==> config.mk <==
export PLATFORM = sky130hd
export DESIGN_NAME = sample_interp
export DESIGN_NICKNAME = d
export VERILOG_FILES = /design/src/rtl/sample_interp.sv
export SDC_FILE = /design/constraint.sdc
export NUM_CORES = 1
export LEC_CHECK = 0
export ABC_AREA = 1
export BUFFER_PORTS_ARGS = -buffer_cell sky130_fd_sc_hd__clkbuf_2
export CELL_PAD_IN_SITES_DETAIL_PLACEMENT = 1
export CELL_PAD_IN_SITES_GLOBAL_PLACEMENT = 1
export CORE_UTILIZATION = 35
export DETAILED_ROUTE_END_ITERATION = 12
export PLACE_DENSITY = 0.74
export SETUP_SLACK_MARGIN = 0.15
export SLEW_MARGIN = 25
export SYNTH_ARGS = -nofsm -noshare
export SYNTH_HDL_FRONTEND = slang
export SYNTH_SLANG_ARGS = --single-unit
==> constraint.sdc <==
create_clock -name CLOCK_50 -period 3.5 [get_ports CLOCK_50]
set_input_delay 0.525 -clock CLOCK_50 [delete_from_list [all_inputs] [get_ports CLOCK_50]]
set_output_delay 0.525 -clock CLOCK_50 [all_outputs]
set_load 0.05 [all_outputs]
==> src/rtl/sample_interp.sv <==
// Moves NCO samples from the audio_clock domain into CLOCK_50 and linearly interpolates between them.
// Capture lands SYNC_STAGES+1 clocks after an audio_clock fall; dout starts moving two clocks later.
module sample_interp #(
  parameter int WIDTH       = 12,
  parameter int LOG2_STEPS  = 8,
  parameter int SYNC_STAGES = 2,
  parameter int INTERP      = 1
) (
  input  logic             CLOCK_50,
  input  logic             reset,
  input  logic             audio_clock,
  input  logic [WIDTH-1:0] din,
  output logic [WIDTH-1:0] dout,
  output logic             sample_strobe,
  output logic             overrun
);

  localparam int ACC_W = WIDTH + 1 + LOG2_STEPS;

  typedef enum logic [1:0] {
    IDLE = 2'd0,
    RAMP = 2'd1,
    HOLD = 2'd2
  } state_t;

  state_t                 state;
  state_t                 state_nx;
  logic [SYNC_STAGES-1:0] sync;
  logic                   ac_d;
  logic                   fall;
  logic                   load;
  logic [WIDTH-1:0]       target;
  logic                   ramp_busy;
  logic                   ramp_step;
  logic                   count_done;
  logic [WIDTH-1:0]       ramp_dout;

  always_ff @(posedge CLOCK_50 or posedge reset) begin
    if (reset) begin
      sync <= '0;
      ac_d <= 1'b0;
    end else begin
      sync <= {sync[SYNC_STAGES-2:0], audio_clock};
      ac_d <= sync[SYNC_STAGES-1];
    end
  end

  // Sampling on the falling edge puts us mid-period of din, so no bus synchroniser is needed.
  assign fall = ac_d & ~sync[SYNC_STAGES-1];

  always_ff @(posedge CLOCK_50 or posedge reset) begin
    if (reset) begin
      target        <= '0;
      sample_strobe <= 1'b0;
      overrun       <= 1'b0;
      load          <= 1'b0;
    end else begin
      sample_strobe <= fall;
      overrun       <= fall & ramp_busy;
      load          <= fall;
      if (fall) begin
        target <= din;
      end
    end
  end

  always_ff @(posedge CLOCK_50 or posedge reset) begin
    if (reset) begin
      state <= IDLE;
    end else begin
      state <= state_nx;
    end
  end

  // A new load outranks a ramp completing in the same cycle.
  always_comb begin
    state_nx = state;
    if (load) begin
      state_nx = (INTERP != 0) ? RAMP : HOLD;
    end else if (state == RAMP && count_done) begin
      state_nx = HOLD;
    end
  end

  always_comb begin
    ramp_busy = (state == RAMP);
    ramp_step = (state == RAMP) && !load;
  end

  always_ff @(posedge CLOCK_50 or posedge reset) begin
    if (reset) begin
      dout <= '0;
    end else if (load && INTERP == 0) begin
      dout <= target;
    end else if (ramp_step) begin
      dout <= ramp_dout;
    end
  end

  generate
    if (INTERP != 0) begin : g_ramp
      logic signed [WIDTH:0]       delta;
      logic signed [ACC_W-1:0]     acc;
      logic signed [ACC_W-1:0]     acc_nx;
      logic [WIDTH-1:0]            start;
      logic [LOG2_STEPS-1:0]       count;

      assign acc_nx = acc + {{LOG2_STEPS{delta[WIDTH]}}, delta};

      // The true sum always lies between start and target, so modulo-2^WIDTH addition is exact.
      assign ramp_dout  = start + acc_nx[WIDTH+LOG2_STEPS-1:LOG2_STEPS];
      assign count_done = &count;

      always_ff @(posedge CLOCK_50 or posedge reset) begin
        if (reset) begin
          delta <= '0;
          acc   <= '0;
          start <= '0;
          count <= '0;
        end else if (load) begin
          start <= dout;
          delta <= {1'b0, target} - {1'b0, dout};
          acc   <= '0;
          count <= '0;
        end else if (ramp_step) begin
          acc   <= acc_nx;
          count <= count + 1'b1;
        end
      end
    end else begin : g_hold
      assign ramp_dout  = '0;
      assign count_done = 1'b0;
    end
  endgenerate

endmodule
==> reports/metrics.cfg, run 1 <==
[synth]
yosysWarnings=0
yosys.area_share.simple_pct=23.1
synth.area.mux_share_pct=0
synthArstFlopShare_pct=100
synth_compound_area_share_pct=15.3
synth-main-ff-cell=dfrtp_1
synthDistinctLibCells=40
yosysSeqAreaShare_pct=39.9
synth_top_family_by_area=simple AND/OR/NAND/NOR gates
synth_edf_count=0
synth-xor-area-share_pct=3.65
ys_ff_latch=84
syn_area_um2=5270
avgSynthCellArea_um2=7.91
syn_inst=667
syn-num-nets=729
synthAdderAreaFrac_pct=11.6

[sta]
hold_viol=0
fin_setup_tns_ns=0
setup_violations=0
relSlewSlack_pct=34.1
finalCritPeriodShare_pct=93.5
max_freq_mhz=306
skew_ns=0.0110
rsz0062_at_grt=yes
worst_pin_slew_ns=0.987
period_needed_ns=3.27
slew_viol_final=0

[placement]
dpl.hpwl_um=11400
gp_congestion=0.901
portBuffers=28
postPlaceCellArea_um2=5650

[cts]
cts_tree=yes
insertion_delay_ns=0.35
cts-root-buf=clkbuf_16
cts_buffers=9
clkSinkCount=84
clock_path_buffers=2
path_clk_slew_ns=0.07
h-tree-depth=3
hold_buffers=0

[critical_path]
cp-end-kind=flop
crit_type=reg -> reg
cp.arrival_ns=3.52
critPathLaunchType=flop
critPathMaxFanout=4
cp.required_ns=3.75
reg2reg_setup_slack_ns=0.23

[route]
via_per_inst=5.22
dr.pass1.iters=4
wl_per_cell_um=17.1
wl_um=15300
drtAntennaViolNets=0
drc=0
drtIter0Drc=182
via_count=4673

[floorplanning]
num_io_pins=29
die_w_um=125
start_util_pct=36.0
coreArea_um2=14600
die_area_um2=15600
die_y_um=125
row_count=44

[cells_and_area]
syn_to_final_growth_pct=18.8
fin_area_um2=6260
final_layout_size_suffix_gt1_share_pct=19.0
nFillCells=1795
diodes=0
final_nets=768

[grt]
grt_max_degree=48
grt_pass1_vias=5121
grt_pass1_wl_um=25100
antenna_found_initial=0
overflow=0
grt_use_total_pct=20.3

[worst_hold_path]
min_path_type=in -> reg

[run]
max_cap_violations=0

[outcome]
status=finished, final reports clean

[timing repair]
item,4_1_cts,5_1_grt
endpoints found under the setup margin,6,9
resized for setup,7,47
buffers inserted,0,7
pin swaps,2,8
[worst max-delay path: stages (launching register included)]
cell and delay [ns]:
dfrtp_1 0.43, ha_4 0.19, fa_2 0.39, nand2_2 0.10, o21ai_2 0.09, a21boi_2 0.21
nand3b_1 0.18, nand2_1 0.08, or2_1 0.24, nand2_2 0.10, inv_2 0.05, ha_4 0.24
a21oi_4 0.17, o21ai_0 0.11, nand2_1 0.08, nand2_1 0.06, a31oi_2 0.20, nand3_1 0.11
nand3_1 0.09, nand2_1 0.05
[per-stage QoR]
step	instances	worst slack, ns	hold slack [ns]	utilization [%]
floorplan	667	0.491	0.331	-
global placement	872	0.175	0.334	38.6
detailed placement	872	0.0542	0.345	38.6
CTS	888	0.176	0.277	40.9
global route	895	0.0852	0.277	42.8
finish	895	0.228	0.284	42.8
[layout make-up]
class | instances | area [µm²] | share of cell area, %
inverter | 77 | 290 | 4.63
clock inverter | 6 | 70.1 | 1.12
clock buffer | 10 | 239 | 3.82
sequential | 84 | 2100 | 33.6
tap | 184 | 230 | 3.68
timing repair buffer | 42 | 245 | 3.92
multi-input combinational | 492 | 3090 | 49.3
[cell usage after synthesis (2+ instances only)]
master	count	area (µm²)
nand2_1	177	664
dfrtp_1	84	2100
inv_1	76	285
o21ai_0	63	315
ha_1	44	551
nor2_1	41	154
a21oi_1	35	175
nand3_1	30	150
xor2_1	18	158
clkbuf_1	11	41.3
o21bai_1	7	52.6
a21o_1	6	45.0
a22o_1	6	52.6
nand4_1	6	37.5
a31oi_1	5	31.3
nand2_2	5	31.3
nor2_2	5	31.3
nor3_1	5	25.0
or2_2	5	31.3
xnor2_1	4	35.0
a21oi_2	3	26.3
and2_1	3	18.8
fa_1	3	60.1
nand3_2	3	30.0
o21ai_2	3	26.3
buf_2	2	10.0
o21a_1	2	15.0
o31ai_1	2	15.0
or2_1	2	12.5
[flip-flops by register name, summed over array words and instances, names as in the netlist, 2 cells and up]
| signal | cells |
|---|---|
| g_ramp.acc | 20 |
| dout | 12 |
| sync | 2 |
| target | 12 |
| state | 2 |
| g_ramp.delta | 13 |
| g_ramp.count | 8 |
| g_ramp.start | 12 |
[cell families (layout without fill, tap and decap cells)]
logic type	after synthesis	after routing
and+or+nand+nor	285	285
AOI/OAI and AO/OA	138	138
buffers and inverters	91	135
DFF	84	84
adders and majority gates	47	47
xor gates and xnor gates	22	22
[path summary, 6_finish.rpt]
| check | cells past startpoint | to | from |
|---|---|---|---|
| setup / recovery | 19 | dout[11] | g_ramp.delta[0] |
| hold / removal | 1 | sync[0] | audio_clock |
| setup reg to reg | 19 | dout[11] | g_ramp.delta[0] |
| hold reg to reg | 0 | sync[1] | sync[0] |
| max in group asynchronous | 3 | load | reset |
| min in group asynchronous | 2 | g_ramp.start[4] | reset |
[per-layer routing]
metal  part of all wire [%]  track usage [%]
met4                    2.8             8.64
met3                    2.5             2.79
met1                     44             24.8
met2                     51             35.6
met5                      0                0
[placed cells by master (no fill, tap or decap), drive strengths merged]
cell / instances
nand2: 182
dfrtp: 84
inv: 79
o21ai: 67
nor2: 46
ha: 44
clkbuf: 38
a21oi: 38
nand3: 33
xor2: 18
buf: 14
o21bai: 8
or2: 7
a22o: 6
nand4: 6
a21o: 6
nor3: 6
a31oi: 5
xnor2: 4
and2: 3
clkinv: 3
fa: 3
a21boi: 2
o21a: 2
o31ai: 2
a32o: 1
nand3b: 1
nor4: 1
o2111ai: 1
bufinv: 1
Power of run 1 is not shown: default switching activity piles up to over one toggle a cycle in this logic, so the estimate is an artifact.
==> run 2: changes to the inputs <==
--- a/config.mk
+++ b/config.mk
@@ -10,6 +10,7 @@
 export CELL_PAD_IN_SITES_DETAIL_PLACEMENT = 1
 export CELL_PAD_IN_SITES_GLOBAL_PLACEMENT = 1
 export CORE_UTILIZATION = 35
+export CTS_BUF_LIST = sky130_fd_sc_hd__clkbuf_2 sky130_fd_sc_hd__clkbuf_4 sky130_fd_sc_hd__clkbuf_8
 export DETAILED_ROUTE_END_ITERATION = 12
 export PLACE_DENSITY = 0.74
 export SETUP_SLACK_MARGIN = 0.15
==> reports/metrics.cfg, run 2 (same netlist as run 1, synthesis figures left out) <==
[outcome]
status=finished, final reports clean  ; unchanged

[route]
via_per_inst=5.22  ; about the same
drtIter0Drc=210  ; was 182
via_count=4671  ; was 4,673
wl_per_cell_um=16.9  ; was 17.1 µm
drtAntennaViolNets=0  ; unchanged
wl_um=15100  ; was 15,300 µm
dr.pass1.iters=4  ; unchanged
drc=0  ; unchanged

[floorplanning]
die_area_um2=15600  ; unchanged
die_w_um=125  ; unchanged
coreArea_um2=14600  ; unchanged
die_y_um=125  ; unchanged
num_io_pins=29  ; unchanged
row_count=44  ; unchanged
start_util_pct=36.0  ; unchanged

[worst_hold_path]
holdPathStages=1  ; unchanged
min_path_type=in -> reg  ; unchanged
worstHoldEndpoint=sync[0]  ; unchanged
hold_start=audio_clock  ; unchanged

[critical_path]
cp-end-kind=flop  ; unchanged
crit_type=reg -> reg  ; unchanged
cp.required_ns=3.78  ; was 3.75 ns
reg2reg_setup_slack_ns=0.29  ; was 0.23 ns
critPathLaunchType=flop  ; unchanged
reg2reg_from=g_ramp.delta[0]  ; unchanged
r2r_cells=19  ; unchanged
crit_start=g_ramp.delta[0]  ; unchanged
r2r_end=dout[11]  ; unchanged
critPathMaxFanout=4  ; unchanged
cp.arrival_ns=3.49  ; was 3.52 ns

[cells_and_area]
reg.largest.list=g_ramp.acc x20, g_ramp.delta x13  ; unchanged
layout_commonest_cell=nand2_1  ; unchanged
regMostFlops=g_ramp.acc  ; unchanged
layout_common_cells=nand2_1, dfrtp_1, inv_1  ; unchanged
largest_reg_flops=20  ; unchanged
syn_to_final_growth_pct=16.4  ; was 18.8%
utilization_pct=41.9  ; was 42.8%
final_nets=768  ; unchanged
final_layout_size_suffix_gt1_share_pct=18.1  ; was 19.0%
diodes=0  ; unchanged

[cts]
cts_tree=yes  ; unchanged
clock_path_buffers=2  ; unchanged
h-tree-depth=3  ; unchanged
insertion_delay_ns=0.37  ; was 0.35 ns
path_clk_slew_ns=0.10  ; was 0.07 ns
cts_buffers=9  ; unchanged
hold_buffers=0  ; unchanged
clkSinkCount=84  ; unchanged
cts-root-buf=clkbuf_8  ; was clkbuf_16

[placement]
dp_slack_ns=0.0542  ; unchanged
gp_congestion=0.901  ; unchanged
portBuffers=28  ; unchanged
dpl.hpwl_um=11400  ; unchanged

[sta]
worst_pin_slew_ns=0.998  ; was 0.987 ns
layout_setup_ws_ns=0.289  ; was 0.228 ns
hold_ws_ns=0.261  ; was 0.284 ns
rsz0062_at_grt=yes  ; unchanged
relSlewSlack_pct=33.4  ; was 34.1%
period_needed_ns=3.21  ; was 3.27 ns
slew_viol_final=0  ; unchanged
hold_viol=0  ; unchanged
skew_ns=0.0194  ; was 0.0110 ns
fin_setup_tns_ns=0  ; unchanged
max_freq_mhz=311  ; was 306 MHz
finalCritPeriodShare_pct=91.7  ; was 93.5%
setup_violations=0  ; unchanged

[grt]
overflow=0  ; unchanged
grt_use_total_pct=20.1  ; was 20.3%
grt_pass1_wl_um=24900  ; was 25,100 µm
grt_pass1_vias=5024  ; was 5,121
grt_max_degree=48  ; unchanged
antenna_found_initial=0  ; unchanged

[run]
max_cap_violations=0  ; unchanged

-- run 2: metrics by stage --
step                      instances  area, µm²
after floorplan                 667       5270
after global placement          872       5650
after detailed placement        872       5650
after CTS                       888       5880
after global routing            895       6140
final                           895       6140
-- run 2: layout make-up --
class                           count  area (µm²)
Timing Repair Buffer               42         245
Fill cell                        1808        8500
Tap cell                          184         230
Clock inverter                      6        70.1
Inverter                           77         290
Clock buffer                       10         138
Multi-Input combinational cell    492        3060
Sequential cell                    84        2100
-- run 2: routing by layer --
metal  wire length, µm  global-route usage [%]  up-vias  share of wire, %
li1                  -                       -     2265                 -
met3               448                    2.53       19               3.0
met1              6770                    25.2     2318                45
met4               311                    7.12        0               2.1
met5                 0                       0        -                 0
met2              7600                    35.2       69                50
-- run 2: worst max-delay path by stage --
stage / to / depth (start not counted)
floorplan: dout[10] / 15
global placement: dout[11] / 19
finish: dout[11] / 19
global route: dout[8] / 20
CTS: dout[4] / 15
detailed placement: dout[11] / 19
-- run 2: timing repair --
action / CTS / global route
pin swaps: 2 / 8
buffers inserted: 0 / 7
endpoints found under the setup margin: 6 / 9
gates cloned: 0 / 0
gates resized for setup: 6 / 42
-- run 2: critical path: stages, from the launching register on --
cell and delay (ns):
dfrtp_1 0.43, ha_4 0.19, fa_2 0.39, nand2_2 0.11, o21ai_4 0.07, a21boi_2 0.18
nand3b_1 0.17, nand2_1 0.09, or2_1 0.23, nand2_2 0.08, inv_1 0.07, ha_4 0.24
a21oi_1 0.18, o21ai_0 0.12, nand2_1 0.08, nand2_1 0.06, a31oi_2 0.18, nand3_1 0.10
nand3_1 0.08, nand2_1 0.05
Power of run 2 is left out for the same reason.
==> run 3: changes to the inputs <==
--- a/config.mk
+++ b/config.mk
@@ -9,10 +9,10 @@
 export BUFFER_PORTS_ARGS = -buffer_cell sky130_fd_sc_hd__clkbuf_2
 export CELL_PAD_IN_SITES_DETAIL_PLACEMENT = 1
 export CELL_PAD_IN_SITES_GLOBAL_PLACEMENT = 1
-export CORE_UTILIZATION = 35
+export CORE_UTILIZATION = 30
 export CTS_BUF_LIST = sky130_fd_sc_hd__clkbuf_2 sky130_fd_sc_hd__clkbuf_4 sky130_fd_sc_hd__clkbuf_8
 export DETAILED_ROUTE_END_ITERATION = 12
-export PLACE_DENSITY = 0.74
+export PLACE_DENSITY = 0.67
 export SETUP_SLACK_MARGIN = 0.15
 export SLEW_MARGIN = 25
 export SYNTH_ARGS = -nofsm -noshare
==> reports/metrics.cfg, run 3 (same netlist as run 1, synthesis figures left out) <==
[cells_and_area]
layout_commonest_cell=nand2_1  ; unchanged
layout_common_cells=nand2_1, dfrtp_1, inv_1  ; unchanged
final_nets=766  ; was 768
diodes=0  ; unchanged
reg.largest.list=g_ramp.acc x20, g_ramp.delta x13  ; unchanged
fin_cells=933  ; was 895
syn_to_final_growth_pct=17.5  ; was 16.4%
largest_reg_flops=20  ; unchanged
fin_area_um2=6200  ; was 6140 µm²
final_layout_size_suffix_gt1_share_pct=17.7  ; was 18.1%
regMostFlops=g_ramp.acc  ; unchanged

[sta]
hold_viol=0  ; unchanged
period_needed_ns=3.29  ; was 3.21 ns
slew_viol_final=0  ; unchanged
max_freq_mhz=304  ; was 311 MHz
finalCritPeriodShare_pct=94.1  ; was 91.7%
rsz0062_at_grt=yes  ; unchanged
worst_pin_slew_ns=0.884  ; was 0.998 ns
skew_ns=0.00997  ; was 0.0194 ns
relSlewSlack_pct=40.8  ; was 33.4%
setup_violations=0  ; unchanged

[grt]
overflow=0  ; unchanged
grt_use_total_pct=17.4  ; was 20.1%
grt_pass1_wl_um=24400  ; was 24,900 µm
grt_max_degree=37  ; was 48
antenna_found_initial=0  ; unchanged
grt_pass1_vias=4876  ; was 5,024
grt.met3_usage_pct=1.99  ; was 2.53%
grtUsageMet1_pct=21.2  ; was 25.2%
grt.busiest_layer=met2  ; unchanged
grt_util_met2_pct=31.8  ; was 35.2%

[route]
wl_um=15100  ; about the same
via_per_inst=4.88  ; was 5.22
wl_per_cell_um=16.2  ; was 16.9 µm
drtAntennaViolNets=0  ; unchanged
dr.pass1.iters=4  ; unchanged
drc=0  ; unchanged
drtIter0Drc=164  ; was 210
via_count=4551  ; was 4,671

[floorplanning]
die_y_um=135  ; was 125 µm
coreArea_um2=17200  ; was 14,600 µm²
die_area_um2=18100  ; was 15,600 µm²
num_io_pins=29  ; unchanged
start_util_pct=30.6  ; was 36.0%
row_count=48  ; was 44
die_w_um=135  ; was 125 µm

[worst_hold_path]
min_path_type=in -> async  ; was in -> reg

[critical_path]
crit_family=adder cells  ; was simple AND/OR/NAND/NOR gates
crit_chain=ha_4 > fa_2 > nand2_2 > o21ai_2 > a21boi_2 > o21ai_2 > xnor2_1 > inv_1 > ha_4 > fa_2 > nand3_2 > o2111ai_2 > or2_2 > nand3_1 > o21ai_0  ; was ha_4 > fa_2 > nand2_2 > o21ai_4 > a21boi_2 > nand3b_1 > nand2_1 > or2_1 > nand2_2 > inv_1 > ha_4 > a21oi_1 > o21ai_0 > nand2_1 > nand2_1 > a31oi_2 > nand3_1 > nand3_1 > nand2_1
cp.required_ns=3.74  ; was 3.78 ns
critPathLaunchType=flop  ; unchanged
critPathMaxFanout=4  ; unchanged
slowest_stage=dfrtp_1  ; unchanged
path_buf_inv=1  ; unchanged
slowest_delay_ns=0.42  ; was 0.43 ns
crit_type=reg -> reg  ; unchanged
cp-end-kind=flop  ; unchanged
cp.arrival_ns=3.53  ; was 3.49 ns

[placement]
portBuffers=28  ; unchanged
postPlaceCellArea_um2=5690  ; was 5650 µm²
gp_congestion=0.882  ; was 0.901
dp_cells=912  ; was 872
dpl.hpwl_um=11700  ; was 11,400 µm

[cts]
clkSinkCount=84  ; unchanged
h-tree-depth=3  ; unchanged
cts-root-buf=clkbuf_8  ; unchanged
path_clk_slew_ns=0.09  ; was 0.10 ns
cts_tree=yes  ; unchanged
cts_buffers=9  ; unchanged
insertion_delay_ns=0.36  ; was 0.37 ns
clock_path_buffers=2  ; unchanged

[outcome]
status=finished, final reports clean  ; unchanged

[run]
max_cap_violations=0  ; unchanged

## run 3: changes by cell type in the layout (fill, tap and decap cells not counted), moves of 2 or more
cell	before	now
o21ai_2	2	6
inv_6	3	0
o21ai_1	5	2
buf_4	14	12
bufinv_16	1	3
inv_1	73	75
inv_2	3	1
## run 3: routing by layer
metal	routed length, µm	up-vias	share of wire [%]
met1	6760	2232	45
li1	-	2254	-
met2	7860	49	52
met5	0	-	0
met4	269	0	1.8
met3	205	16	1.4
## run 3: worst paths after layout
path | cells after the start | to | start | slack (ns)
worst max-delay path | 15 | dout[10] | g_ramp.delta[0] | 0.21
worst max register to register | 15 | dout[10] | g_ramp.delta[0] | 0.21
worst min-delay path | 2 | dout[5] | reset | 0.20
worst min register to register | 0 | sync[1] | sync[0] | 0.35
max in group asynchronous | 3 | g_ramp.acc[5] | reset | 2.46
min in group CLOCK_50 | 1 | sync[0] | audio_clock | 0.26
## run 3: layout make-up
class,count,area [µm²]
Inverter,77,290
Fill cell,2069,11000
Clock inverter,4,97.6
Timing Repair Buffer,40,230
Tap cell,225,282
Sequential cell,84,2100
Multi-Input combinational cell,492,3050
Clock buffer,11,145
## run 3: repair_timing
item	CTS	global route
endpoints found under the setup margin	7	8
hold buffers	0	0
cloned	0	0
pin swaps	3	5
gates resized for setup	5	42
setup buffers	2	4
## run 3: stage by stage
stage / hold slack (ns) / setup WS, ns / setup TNS, ns / util (%)
after CTS: 0.217 / 0.145 / 0 / 34.6
after detailed placement: 0.336 / -0.0255 / -0.0255 / 33.0
after global placement: 0.335 / -0.0108 / -0.0108 / 33.0
after global routing: 0.248 / 0.0933 / 0 / 36.0
final: 0.200 / 0.208 / 0 / 36.0
after floorplan: 0.331 / 0.491 / 0 / -
Power of run 3 is left out for the same reason.
